$ cat config.mk
export PLATFORM = sky130hd
export DESIGN_NAME = multicycle_main_fsm
export DESIGN_NICKNAME = d
export VERILOG_FILES = /design/src/rtl/multicycle_main_fsm.sv
export SDC_FILE = /design/constraint.sdc
export NUM_CORES = 1
export LEC_CHECK = 0
export ABC_AREA = 1
export BUFFER_PORTS_ARGS = -buffer_cell sky130_fd_sc_hd__buf_2
export CAP_MARGIN = 15
export CORE_MARGIN = 2
export CORE_UTILIZATION = 30
export DETAILED_ROUTE_END_ITERATION = 8
export SLEW_MARGIN = 20
export SYNTH_ARGS = -nofsm -noshare
export SYNTH_HDL_FRONTEND = slang
export SYNTH_SLANG_ARGS = --single-unit
export TNS_END_PERCENT = 5
$ cat constraint.sdc
create_clock -name clk -period 1.95 [get_ports clk]
set_clock_uncertainty 0.1 [all_clocks]
set_input_delay 0.2925 -clock clk [delete_from_list [all_inputs] [get_ports clk]]
set_output_delay 0.2925 -clock clk [all_outputs]
set_load 0.01 [all_outputs]
$ cat src/rtl/multicycle_main_fsm.sv
// ---------------------------------------------------------------------------
// multicycle_main_fsm
//   Main control FSM for the RV32I multicycle datapath. Sequences the
//   Fetch/Decode/Execute/Memory/Writeback steps, decodes the opcode, drives the
//   datapath mux selects and write enables, and feeds the 2-bit ALUOp to
//   alu_decoder. Unsupported opcodes trap into a sticky ILLEGAL state.
//
// Ports
//   clk, rst_n     rising-edge clock, asynchronous active-low reset
//   op             instr[6:0] from the instruction register
//   Zero           ALU zero flag (qualifies beq PC update)
//   mem_ready      memory completed the current access this cycle
//   ALUOp          00 add, 01 subtract, 10 use funct fields
//   ALUSrcA        00 PC, 01 OldPC, 10 rs1 data
//   ALUSrcB        00 rs2 data, 01 ImmExt, 10 constant 4
//   ResultSrc      00 ALUOut, 01 Data, 10 ALUResult
//   ImmSrc         00 I, 01 S, 10 B, 11 J (combinational from op)
//   AdrSrc         0 PC, 1 Result
//   IRWrite, PCWrite, RegWrite, MemWrite   datapath enables
//   instr_retired  one-cycle pulse on the final cycle of each instruction
//   illegal_instr  high while in ILLEGAL
// ---------------------------------------------------------------------------
module multicycle_main_fsm #(
   parameter logic [3:0] RESET_STATE = 4'd0
) (
   input  logic       clk,
   input  logic       rst_n,
   input  logic [6:0] op,
   input  logic       Zero,
   input  logic       mem_ready,
   output logic [1:0] ALUOp,
   output logic [1:0] ALUSrcA,
   output logic [1:0] ALUSrcB,
   output logic [1:0] ResultSrc,
   output logic [1:0] ImmSrc,
   output logic       AdrSrc,
   output logic       IRWrite,
   output logic       PCWrite,
   output logic       RegWrite,
   output logic       MemWrite,
   output logic       instr_retired,
   output logic       illegal_instr
);

   localparam logic [6:0] OP_LW  = 7'b0000011;
   localparam logic [6:0] OP_SW  = 7'b0100011;
   localparam logic [6:0] OP_R   = 7'b0110011;
   localparam logic [6:0] OP_I   = 7'b0010011;
   localparam logic [6:0] OP_JAL = 7'b1101111;
   localparam logic [6:0] OP_BEQ = 7'b1100011;

   typedef enum logic [3:0] {
      StFetch    = 4'd0,
      StDecode   = 4'd1,
      StMemAdr   = 4'd2,
      StMemRead  = 4'd3,
      StMemWb    = 4'd4,
      StMemWrite = 4'd5,
      StExecR    = 4'd6,
      StAluWb    = 4'd7,
      StExecI    = 4'd8,
      StJal      = 4'd9,
      StBeq      = 4'd10,
      StIllegal  = 4'd11
   } state_t;

   state_t r_state;

   // State register with next-state logic folded in.
   always_ff @(posedge clk or negedge rst_n) begin
      if (!rst_n) begin
         r_state <= state_t'(RESET_STATE);
      end else begin
         case (r_state)
            StFetch:    if (mem_ready) r_state <= StDecode;
            StDecode: begin
               case (op)
                  OP_LW, OP_SW: r_state <= StMemAdr;
                  OP_R:         r_state <= StExecR;
                  OP_I:         r_state <= StExecI;
                  OP_JAL:       r_state <= StJal;
                  OP_BEQ:       r_state <= StBeq;
                  default:      r_state <= StIllegal;
               endcase
            end
            // Only lw/sw reach MEMADR and the IR is frozen, so op is still valid.
            StMemAdr:   r_state <= (op == OP_LW) ? StMemRead : StMemWrite;
            StMemRead:  if (mem_ready) r_state <= StMemWb;
            StMemWb:    r_state <= StFetch;
            StMemWrite: if (mem_ready) r_state <= StFetch;
            StExecR:    r_state <= StAluWb;
            StAluWb:    r_state <= StFetch;
            StExecI:    r_state <= StAluWb;
            StJal:      r_state <= StAluWb;
            StBeq:      r_state <= StFetch;
            StIllegal:  r_state <= StIllegal;
            // Encodings 12-15 are unreachable; trap them if ever hit.
            default:    r_state <= StIllegal;
         endcase
      end
   end

   logic [1:0] w_alu_op;
   logic [1:0] w_src_a;
   logic [1:0] w_src_b;
   logic [1:0] w_result_src;
   logic       w_adr_src;
   logic       w_ir_write;
   logic       w_pc_update;
   logic       w_branch;
   logic       w_reg_write;
   logic       w_mem_write;
   logic       w_retired;
   logic       w_illegal;

   // Moore decode of the state register.
   always_comb begin
      w_alu_op     = 2'b00;
      w_src_a      = 2'b00;
      w_src_b      = 2'b00;
      w_result_src = 2'b00;
      w_adr_src    = 1'b0;
      w_ir_write   = 1'b0;
      w_pc_update  = 1'b0;
      w_branch     = 1'b0;
      w_reg_write  = 1'b0;
      w_mem_write  = 1'b0;
      w_retired    = 1'b0;
      w_illegal    = 1'b0;
      case (r_state)
         StFetch: begin
            w_src_b      = 2'b10;
            w_result_src = 2'b10;
            w_ir_write   = mem_ready;
            w_pc_update  = mem_ready;
         end
         StDecode: begin
            // Precompute branch target OldPC + ImmExt.
            w_src_a = 2'b01;
            w_src_b = 2'b01;
         end
         StMemAdr: begin
            w_src_a = 2'b10;
            w_src_b = 2'b01;
         end
         StMemRead: begin
            w_adr_src = 1'b1;
         end
         StMemWb: begin
            w_result_src = 2'b01;
            w_reg_write  = 1'b1;
            w_retired    = 1'b1;
         end
         StMemWrite: begin
            w_adr_src   = 1'b1;
            w_mem_write = 1'b1;
            w_retired   = mem_ready;
         end
         StExecR: begin
            w_src_a  = 2'b10;
            w_alu_op = 2'b10;
         end
         StAluWb: begin
            w_reg_write = 1'b1;
            w_retired   = 1'b1;
         end
         StExecI: begin
            w_src_a  = 2'b10;
            w_src_b  = 2'b01;
            w_alu_op = 2'b10;
         end
         StJal: begin
            w_src_a     = 2'b01;
            w_src_b     = 2'b10;
            w_pc_update = 1'b1;
         end
         StBeq: begin
            w_src_a   = 2'b10;
            w_alu_op  = 2'b01;
            w_branch  = 1'b1;
            w_retired = 1'b1;
         end
         StIllegal: begin
            w_illegal = 1'b1;
         end
         default: begin
         end
      endcase
   end

   always_comb begin
      case (op)
         OP_LW, OP_I: ImmSrc = 2'b00;
         OP_SW:       ImmSrc = 2'b01;
         OP_BEQ:      ImmSrc = 2'b10;
         OP_JAL:      ImmSrc = 2'b11;
         default:     ImmSrc = 2'b00;
      endcase
   end

   assign ALUOp         = w_alu_op;
   assign ALUSrcA       = w_src_a;
   assign ALUSrcB       = w_src_b;
   assign ResultSrc     = w_result_src;
   assign AdrSrc        = w_adr_src;
   assign illegal_instr = w_illegal;

   // Enables are gated by rst_n so nothing is written while reset is held,
   // even though mem_ready may be high in the forced FETCH state.
   assign IRWrite       = w_ir_write & rst_n;
   assign PCWrite       = (w_pc_update | (w_branch & Zero)) & rst_n;
   assign RegWrite      = w_reg_write & rst_n;
   assign MemWrite      = w_mem_write & rst_n;
   assign instr_retired = w_retired & rst_n;

endmodule

== Yosys cells after proc, flatten, opt, wreduce, memory -nomap -nowiden ==
Cells that the tools add are included.

* Register bits after elaboration: 4
* Latch bits: 0
* Memory bits (writable): 0
* ROM bits: 0
* Bits of input ports: 11
* Logic and storage cells: 59
* Memories kept: 0

* Add/subtract/negate cells: 0
* Multipliers: 0
* Div/mod/pow operators: 0
* $lt $le $gt $ge: 0
* Equality and inequality tests: 20
* Shift-type cells: 0
* Multiplexer cells: 19
* Bitwise operators: 7
* Reduce and logical (&&, ||, !) cells: 12

{| class="wikitable"
|+ Operators with widths
! cell !! number
|-
| $pmux W4 S7 || 1
|-
| $pmux W4 S5 || 1
|-
| $eq A4 B3 Y1 const B || 4
|-
| $eq A4 B4 Y1 const B || 4
|-
| $pmux W2 S2 || 4
|-
| $eq A7 B6 Y1 const B || 2
|-
| $eq A7 B7 Y1 const B || 2
|-
| $mux W4 || 3
|-
| $reduce_or A2 Y1 || 6
|-
| $reduce_or A3 Y1 || 3
|-
| $eq A4 B2 Y1 const B || 2
|-
| $eq A7 B2 Y1 const B || 1
|-
| $eq A7 B5 Y1 const B || 1
|-
| $and A1 B1 Y1 || 6
|-
| $mux W1 || 6
|-
| $ne A2 B2 Y1 const B || 3
|-
| $pmux W2 S3 || 1
|-
| $eq A4 B1 Y1 const B || 1
|-
| $logic_not A4 Y1 || 1
|-
| $pmux W1 S2 || 2
|-
| $reduce_or A4 Y1 || 1
|-
| $mux W3 || 1
|-
| $reduce_and A3 Y1 || 1
|-
| $or A1 B1 Y1 || 1
|}

== Logic depth before layout (Yosys ltp) ==
Gate-level depths: netlist of the first run.

* Depth after elaboration: 5
* Depth in mapped cells: 9
* Depth with buffers taken out: 9

== Worst setup path before layout of the first run ==
Ideal clock, no wire load.

* Kind: reg-to-output
* Start: register r_state[2]
* End: output PCWrite
* Data arrival time: 1162 ps
* Data required time: 1558 ps
* Path slack: 395 ps
* Stages on the path, launching flop included: 6
* Path buffers: 0
* Cell sequence: dfrtp_1 -> nor2_1 -> nand2_1 -> inv_1 -> nand2_1 -> a31oi_1

* Word-level cells in the longest chain between the ends: 5
* Elaborated cells on any way between the ends: 8
* Those cells by class: 2 x eq/ne; 2 x mux; 3 x bitwise; 1 x reduce/logical

{| class="wikitable"
|+ Ends and longest elaborated chain
! element !! line !! source
|-
| from (decl) || 67 || <nowiki>state_t r_state;</nowiki>
|-
| from (signal assigned) || 72 || <nowiki>r_state <= state_t'(RESET_STATE);</nowiki>
|-
| from (signal assigned) || 75 || <nowiki>StFetch: if (mem_ready) r_state <= StDecode;</nowiki>
|-
| from (signal assigned) || 78 || <nowiki>OP_LW, OP_SW: r_state <= StMemAdr;</nowiki>
|-
| $eq A4 B4 Y1 || 130 || <nowiki>case (r_state)</nowiki>
|-
| $mux W1 || 130 ||
|-
| $and A1 B1 Y1 || 211 || <nowiki>assign PCWrite = (w_pc_update | (w_branch & Zero)) & rst_n;</nowiki>
|-
| $or A1 B1 Y1 * || 211 ||
|-
| $and A1 B1 Y1 * || 211 ||
|-
| to (decl) || 38 || <nowiki>output logic PCWrite,</nowiki>
|}

Mark *: on every way between the ends. The rest lies on a longest branch, timed or not.

== Worst setup path after layout of the first run ==
Ends and elaborated chain as after synthesis.

==> impl_metrics.toml, run 1 <==
[status]
status = "completed"

[power]
p_leak_nw = 0.4866
peakVddDrop_v = 0.0004198
powerDensity_nw_per_um2 = 1304

[timing]
fin_crit_ns = 1.827
setup_viol = 0
final.period_utilization_pct = 93.69
hold_violations = 0
tightest_slew_ns = 0.3282
drv_slew = 0
slew_headroom_pct = 77.89
max_freq_mhz = 547.4
tns_ns = 0
rsz0062_at_grt = "false"

[yosys]
synth_top_area_share_pct = 22.76
syn_inst = 108
ys_ff_latch = 4
synth_area_um2 = 544.3
synth.area.mux_share_pct = 0
syn_nets = 119
ys_types = 16
postSynthAreaPerCell_um2 = 5.040
yosys_warnings = 0
synthSimpleGateAreaFrac_pct = 57.70
synthAdderAreaFrac_pct = 0
ys_seq_area_share_pct = 18.39
yosysTopAreaCell = "nand2_1"
synth_top_cells_by_area = "nand2_1, dfrtp_1, nor2_1"
synth_top_family_by_area = "simple AND/OR/NAND/NOR gates"
synth_compound_area_share_pct = 10.11
synth-xor-area-share_pct = 0

[setup_path]
cpMostUsedCell = "nand2_1"
worstSetupStartpoint = "r_state[2]"
cp_slowest_stage_delay_ns = 0.43
cp_slowest_cell = "dfrtp_1"
cp-start-kind = "register"
crit_family = "flip-flops"
r2r_slack_ns = 0.54
critical_path_depth = 6
crit_type = "reg -> out"
r2r-end = "r_state[0]"
cp.arrival_ns = 1.43
path_cells = "nor2_2 -> nand2_1 -> inv_1 -> nand2_1 -> a31oi_1 -> buf_2"
r2r_cells = 6
worstSetupEndpointType = "output pin"
critPathMaxFanout = 5
cp_num_buf_inv = 2
r2r_start = "r_state[0]"
worstPathRequired_ns = 1.56
endpoint = "PCWrite"

[placement]
dp_hpwl_um = 1214
place_congestion = 0.8457
numPortBuffers = 27
place_area_um2 = 710.7

[cts]
cts_buffers = 3
clk_pin_slew_ns = 0.04
postCtsSetupBuffers = 0
cts_tree = "yes"
htreeDepth = 1
cts-root-buf = "clkbuf_4"
clock_path_buffers = 2
clk_latency_ns = 0.23
clock-sinks = 4

[finish]
areaGrowthSynthToFinish_pct = 37.93
reg_top3 = "r_state (4)"
fill_cells = 197
drive_gt1_share_pct = 28.78
regMostFlops = "r_state"
postLayoutCellArea_um2 = 750.7
final_nets = 152
largest_reg_flops = 4
antennaDiodeCount = 0

[global_routing]
grt_max_degree = 7
grt_use_total_pct = 15.71
grt_pass1_vias = 597
overflow = 0
antenna_found_initial = 0
grt_pass1_wl_um = 2394

[routing]
route.detailed.drc = 0
met3_length_um = 63
final_antenna_net_count = 0
highest_layer = "met4"
wl_per_cell_um = 8.750
routed_wl_um = 1435
post_drt_via_cell_ratio = 4.427
via_count = 726
first_pass_iters = 4
drt_iter0_drc = 21
drt-met1-wl_um = 631
routed-wl-met2_um = 725

[flow_run]
max_cap_violations = 0

[floorplanning]
pin_count = 28
core_um2 = 1708
die-width_um = 46.60
start_util_pct = 31.87
die_area_um2 = 2171
die_h_um = 46.60
fp-row-count = 15

[min_path]
hold_path.class = "in -> reg"
[layout by cell type, fill, tap and decap left out, drive strengths merged]
| cell type | Yosys | final |
|---|---|---|
| nand3 | 10 | 10 |
| buf | 0 | 27 |
| o21ai | 4 | 4 |
| a21oi | 3 | 3 |
| o211ai | 1 | 1 |
| and2 | 1 | 1 |
| nor4 | 1 | 1 |
| a31oi | 2 | 2 |
| nand2 | 33 | 33 |
| clkbuf | 0 | 3 |
| nand4 | 1 | 1 |
| dfrtp | 4 | 4 |
| inv | 20 | 20 |
| nor3 | 1 | 1 |
| dlygate4sd3 | 0 | 1 |
| nor2 | 27 | 27 |
[worst min path at each step]
stage / from / endpoint / cells past startpoint / slack, ns
after detailed placement: rst_n / r_state[2] / 1 / 0.008
after global routing: mem_ready / r_state[2] / 2 / 0.26
after global placement: rst_n / r_state[3] / 1 / 0.007
after floorplan: rst_n / r_state[0] / 0 / -0.10
final: mem_ready / r_state[2] / 2 / 0.25
after CTS: mem_ready / r_state[2] / 2 / 0.25
[cells by family (layout without fill, tap and decap cells)]
| logic type | Yosys count | after routing |
|---|---|---|
| compound gates | 10 | 10 |
| simple gates | 74 | 74 |
| flops | 4 | 4 |
| buf+inv | 20 | 51 |
[power breakdown]
group          internal, W  total [W]  leakage (nW)  switching, W
Combinational     0.000262   0.000687         0.424      0.000425
Clock            0.0000687   0.000100        0.0138     0.0000315
Sequential        0.000127   0.000192        0.0491     0.0000649
Total             0.000457   0.000979         0.487      0.000521
[metrics by stage]
stage | std cells | util (%) | setup WS (ns) | total power (W) | hold WS [ns]
3_3_place_gp | 160 | 41.61 | 0.3391 | 0.0008615 | 0.006830
3_5_place_dp | 160 | 41.61 | 0.3171 | 0.0008642 | 0.008084
6_report | 164 | 43.96 | 0.1231 | 0.0009787 | 0.2474
2_1_floorplan | 108 | - | 0.3952 | 0.0006486 | -0.1031
4_1_cts | 164 | 43.52 | 0.05905 | 0.0009776 | 0.2459
5_1_grt | 164 | 43.96 | 0.01489 | 0.001118 | 0.2645
[timing repair]
item                                   4_1_cts  5_1_grt
setup endpoints to repair                    0        2
endpoints found under the hold margin        4        0
hold buffers                                 1        0
resized for setup                            0        3
[cell type report]
cell class / instances / area [um2] / share of cell area, %
inverter: 20 / 75.07 / 10.00
clock buffer: 3 / 22.52 / 3.000
tap: 25 / 31.28 / 4.167
multi-input combinational: 84 / 376.6 / 50.17
timing repair buffer: 28 / 145.1 / 19.33
sequential: 4 / 100.1 / 13.33
[metal layers]
layer | track usage (%) | vias up
li1 | - | 400
met1 | 19.58 | 303
met2 | 25.56 | 21
met3 | 4.706 | 2
met4 | 5.143 | 0
met5 | 0 | -
[cells in the mapped netlist, drive strengths merged]
cell type	n
nand3	10
inv	20
dfrtp	4
nor4	1
nand4	1
nand2	33
nor2	27
nor3	1
and2	1
a31oi	2
o21ai	4
a21oi	3
o211ai	1
No activity file was read; power rests on OpenSTA's default activity.
==> run 2, diff against run 1 <==
Settings changed: ABC_AREA 1 to unset, CAP_MARGIN 15 to unset.
==> impl_metrics.toml, run 2 <==
[finish]
postLayoutCellArea_um2 = 944.7
antennaDiodeCount = 0
largest_reg_flops = 4
areaGrowthSynthToFinish_pct = 31.53
final_cell_mix = "buf_2, nor2_1, o21ai_0, buf_4, nor3_1"
utilization_pct = 42.30
final_nets = 146
drive_gt1_share_pct = 39.10
regMostFlops = "r_state"
fill_cells = 257
reg_top3 = "r_state (4)"
mostFrequentLayoutCell = "buf_2"

[routing]
via_count = 890
wl_per_cell_um = 13.78
routed_wl_um = 2218
post_drt_via_cell_ratio = 5.528
first_pass_iters = 4
route.detailed.drc = 0
drt_iter0_drc = 17
final_antenna_net_count = 0

[cts]
cts-root-buf = "clkbuf_4"
clock-sinks = 4
htreeDepth = 1
clk_pin_slew_ns = 0.04
cts_tree = "yes"
clk_latency_ns = 0.24
cts_buffers = 3
clock_path_buffers = 2

[floorplanning]
pin_count = 28
fp-row-count = 17
die_h_um = 52.93
die_area_um2 = 2802
die-width_um = 52.93
start_util_pct = 32.16
core_um2 = 2233

[setup_path]
r2r_slack_ns = 0.21
cp-start-kind = "register"
critPathMaxFanout = 17
r2r_cells = 6
path_cells = "buf_4 -> nor2b_2 -> nor3_2 -> a221o_1 -> buf_2"
r2r-end = "r_state[2]"
cp_slowest_cell = "dfrtp_1"
worstSetupStartpoint = "r_state[1]"
r2r_start = "r_state[1]"
cp.arrival_ns = 1.52
worstPathRequired_ns = 1.56
crit_type = "reg -> out"
worstSetupEndpointType = "output pin"
cp_slowest_stage_delay_ns = 0.39

[yosys]
postSynthAreaPerCell_um2 = 6.973
synth_enable_flop_cells = 0
yosys_warnings = 0
synth_most_common_cell = "nor2_1"
synthArstFlopShare_pct = 100.0
yosysTopAreaCell = "dfrtp_1"
syn_inst = 103
syn_nets = 114
synth_area_um2 = 718.2
synth_top_area_share_pct = 13.94
ys_seq_area_share_pct = 13.94
ys_types = 41
synth_top_cells_by_area = "dfrtp_1, nor2_1, o21ai_0"
synthFlopType = "dfrtp_1"
synth_common_cells = "nor2_1, o21ai_0, nor3_1"
ys_ff_latch = 4

[global_routing]
overflow = 0
grt_max_degree = 18
grt_use_total_pct = 16.87
antenna_found_initial = 0
grt_pass1_vias = 786
grt_pass1_wl_um = 3567

[placement]
place_congestion = 0.8602
place_area_um2 = 889.6
dp_hpwl_um = 1732
numPortBuffers = 27

[timing]
setup_viol = 0
tightest_slew_ns = 0.4035
max_freq_mhz = 524.1
final.period_utilization_pct = 97.85
rsz0062_at_grt = "true"
slew_headroom_pct = 73.05
hold_violations = 0
drv_slew = 0
fin_crit_ns = 1.908

[status]
status = "completed"

[power]
powerDensity_nw_per_um2 = 1421
peakVddDrop_v = 0.0007580
p_leak_nw = 0.4214

[flow_run]
max_cap_violations = 0

[min_path]
hold_path.class = "in -> async"
## run 2: worst max path at each step
stage / end / slack [ns] / cells after the start
6_report: instr_retired / 0.04 / 5
5_1_grt: IRWrite / -0.03 / 4
4_1_cts: instr_retired / 0.0007 / 4
3_5_place_dp: r_state[2] / 0.21 / 5
3_3_place_gp: instr_retired / 0.26 / 5
2_1_floorplan: IRWrite / 0.15 / 4
## run 2: timing repair
| item | in CTS | in global routing |
|---|---|---|
| resized for setup | 1 | 5 |
| setup buffers | 0 | 1 |
| hold buffers | 1 | 0 |
| endpoints found under the hold margin | 4 | 0 |
| setup endpoints to repair | 1 | 5 |
| pin swaps | 0 | 0 |
## run 2: cells by family (layout without fill, tap and decap cells)
kind of cell	after synthesis	in the layout	share of synthesized area, %
AOI/OAI and AO/OA	31	31	30.14
xor gates and xnor gates	3	3	3.659
adders and majority gates	1	1	1.394
buffers and inverters	14	44	10.28
DFF	4	4	13.94
and+or+nand+nor	50	50	40.59
## run 2: cell type report
type | instances | area, um2 | area share [%]
flip-flops and latches | 4 | 102.6 | 10.86
repair buffers | 37 | 212.7 | 22.52
well taps | 28 | 35.03 | 3.709
clock buffers | 3 | 22.52 | 2.384
inverters | 4 | 15.01 | 1.589
multi-input cells | 85 | 556.8 | 58.94
## run 2: layer usage
metal | wire length, um | global-route usage, %
met1 | 1014 | 22.56
met2 | 1101 | 28.33
met3 | 89 | 3.390
met4 | 12 | 2.564
met5 | 0 | 0
## run 2: worst max-delay path: cells and delay by family (launching register included)
kind                   cells  cell delay, ns
AO/OA/AOI/OAI              1            0.25
buffers and inverters      2            0.35
flip-flops                 1            0.39
AND/OR/NAND/NOR            2            0.28
## run 2: per-stage QoR
| stage | TNS [ns] | setup WS [ns] | total power [W] | hold slack [ns] | instances |
|---|---|---|---|---|---|
| global placement | 0 | 0.2589 | 0.001181 | 0.02857 | 156 |
| floorplan | 0 | 0.1454 | 0.0008952 | -0.1031 | 103 |
| finish | 0 | 0.04201 | 0.001342 | 0.4129 | 161 |
| global route | -0.06709 | -0.03352 | 0.001460 | 0.4391 | 161 |
| detailed placement | 0 | 0.2102 | 0.001191 | 0.03049 | 156 |
| CTS | 0 | 0.0007403 | 0.001305 | 0.3954 | 160 |
## run 2: power breakdown
group | internal, W | switching, W | total, W | leakage (nW)
combinational | 0.000446 | 0.000587 | 0.00103 | 0.363
clock | 0.0000689 | 0.0000356 | 0.000105 | 0.0138
sequential | 0.000130 | 0.0000747 | 0.000204 | 0.0445
==> run 3, diff against run 2 <==
Settings changed: CORE_UTILIZATION 30 to 51, CTS_CLUSTER_SIZE set to 40, PLACE_DENSITY set to 0.83.
==> impl_metrics.toml, run 3 (synthesis results as in run 2) <==
[routing]
post_drt_via_cell_ratio = 6.186
via_count = 897
drt_iter0_drc = 45
routed_wl_um = 2218
final_antenna_net_count = 0
wl_per_cell_um = 15.30
first_pass_iters = 5
route.detailed.drc = 0

[timing]
rsz0062_at_grt = "true"
tightest_slew_ns = 0.4276
worst_slack_ns = 0.06562
final.period_utilization_pct = 96.63
max_freq_mhz = 530.7
slew_headroom_pct = 71.44
setup_viol = 0
drv_slew = 0
hold_violations = 0
fin_crit_ns = 1.884

[cts]
clock_path_buffers = 2
clk_latency_ns = 0.25
cts_buffers = 3
clk_pin_slew_ns = 0.05
clock-sinks = 4
cts-root-buf = "clkbuf_4"
cts_tree = "yes"
htreeDepth = 1

[global_routing]
grt_pass1_wl_um = 3470
grt_pass1_vias = 764
overflow = 0
antenna_found_initial = 0
grt_max_degree = 18
grt_use_total_pct = 25.36

[finish]
areaGrowthSynthToFinish_pct = 26.13
instances_no_fill = 145
final_nets = 143
largest_reg_flops = 4
register_area_um2 = 102.6
fill_cells = 115
multi_input_area_um2 = 556.8
regMostFlops = "r_state"
mostFrequentLayoutCell = "buf_2"
final_cell_mix = "buf_2, nor2_1, o21ai_0"
drive_gt1_share_pct = 36.15
reg_top3 = "r_state (4)"
antennaDiodeCount = 0

[power]
p_leak_nw = 0.4125
powerDensity_nw_per_um2 = 1454
peakVddDrop_v = 0.0009021

[placement]
dp_hpwl_um = 1543
numPortBuffers = 27
place_ws_ns = 0.2132
dp_cells = 141
place_congestion = 0.8508

[setup_path]
crit_type = "reg -> out"
worstSetupEndpointType = "output pin"
worstPathRequired_ns = 1.56
critPathMaxFanout = 10
cp-start-kind = "register"
cp.arrival_ns = 1.49

[min_path]
hold_path.class = "in -> async"

[floorplanning]
start_util_pct = 55.19
fp-row-count = 13
die_h_um = 41.53
die_area_um2 = 1724
core_um2 = 1301
pin_count = 28
die-width_um = 41.53

[status]
status = "completed"

[flow_run]
max_cap_violations = 0
## run 3: changes by cell type in the layout (fill, tap and decap cells not counted), sizes merged
| cell | previous run | this run |
|---|---|---|
| buf | 36 | 33 |
## run 3: path summary, 6_finish.rpt
path,startpoint,endpoint,slack [ns],depth (start not counted)
setup / recovery,r_state[3],instr_retired,0.07,5
hold / removal,rst_n,r_state[2],0.40,2
setup reg to reg,r_state[3],r_state[2],0.24,6
hold reg to reg,r_state[2],r_state[2],0.51,1
max in group asynchronous,rst_n,r_state[0],1.12,2
min in group clk,mem_ready,r_state[2],0.42,4
## run 3: area by class of cell
class	count	area share (%)
repair buffers	34	20.99
inverters	4	1.657
clock buffers	3	2.486
flip-flops and latches	4	11.33
multi-input cells	85	61.46
well taps	15	2.072
## run 3: stage by stage
step | hold WS [ns] | area, um2 | utilization (%) | setup TNS, ns | power, W
floorplan | -0.1031 | 718.2 | - | 0 | 0.0008952
global placement | 0.02507 | 858.3 | 65.96 | 0 | 0.001132
detailed placement | 0.02901 | 858.3 | 65.96 | 0 | 0.001144
CTS | 0.3878 | 892.1 | 68.56 | 0 | 0.001269
global route | 0.4191 | 905.9 | 69.62 | -0.05964 | 0.001445
finish | 0.4027 | 905.9 | 69.62 | 0 | 0.001317
## run 3: timing repair
action                                  in CTS  in global routing
hold endpoints to repair                     4                  0
gates resized for setup                      1                  4
endpoints found under the setup margin       1                  4
buffers inserted                             0                  0
hold buffers                                 1                  0
## run 3: critical path: stages (launching register included)
cell     delay (ns)
dfrtp_2        0.44
and2b_1        0.23
nand2_2        0.09
nor2_1         0.05
a221o_1        0.28
buf_2          0.14
## run 3: per-layer routing
metal  wire [um]  track usage, %
met2        1097           44.69
met4          25           8.387
met3         207           3.478
met5           0               0
met1         887           31.37
## run 3: power breakdown
part	internal [W]	switching, W	total (W)
clock network	0.0000695	0.0000436	0.000113
logic	0.000417	0.000582	0.000999
registers	0.000129	0.0000760	0.000205
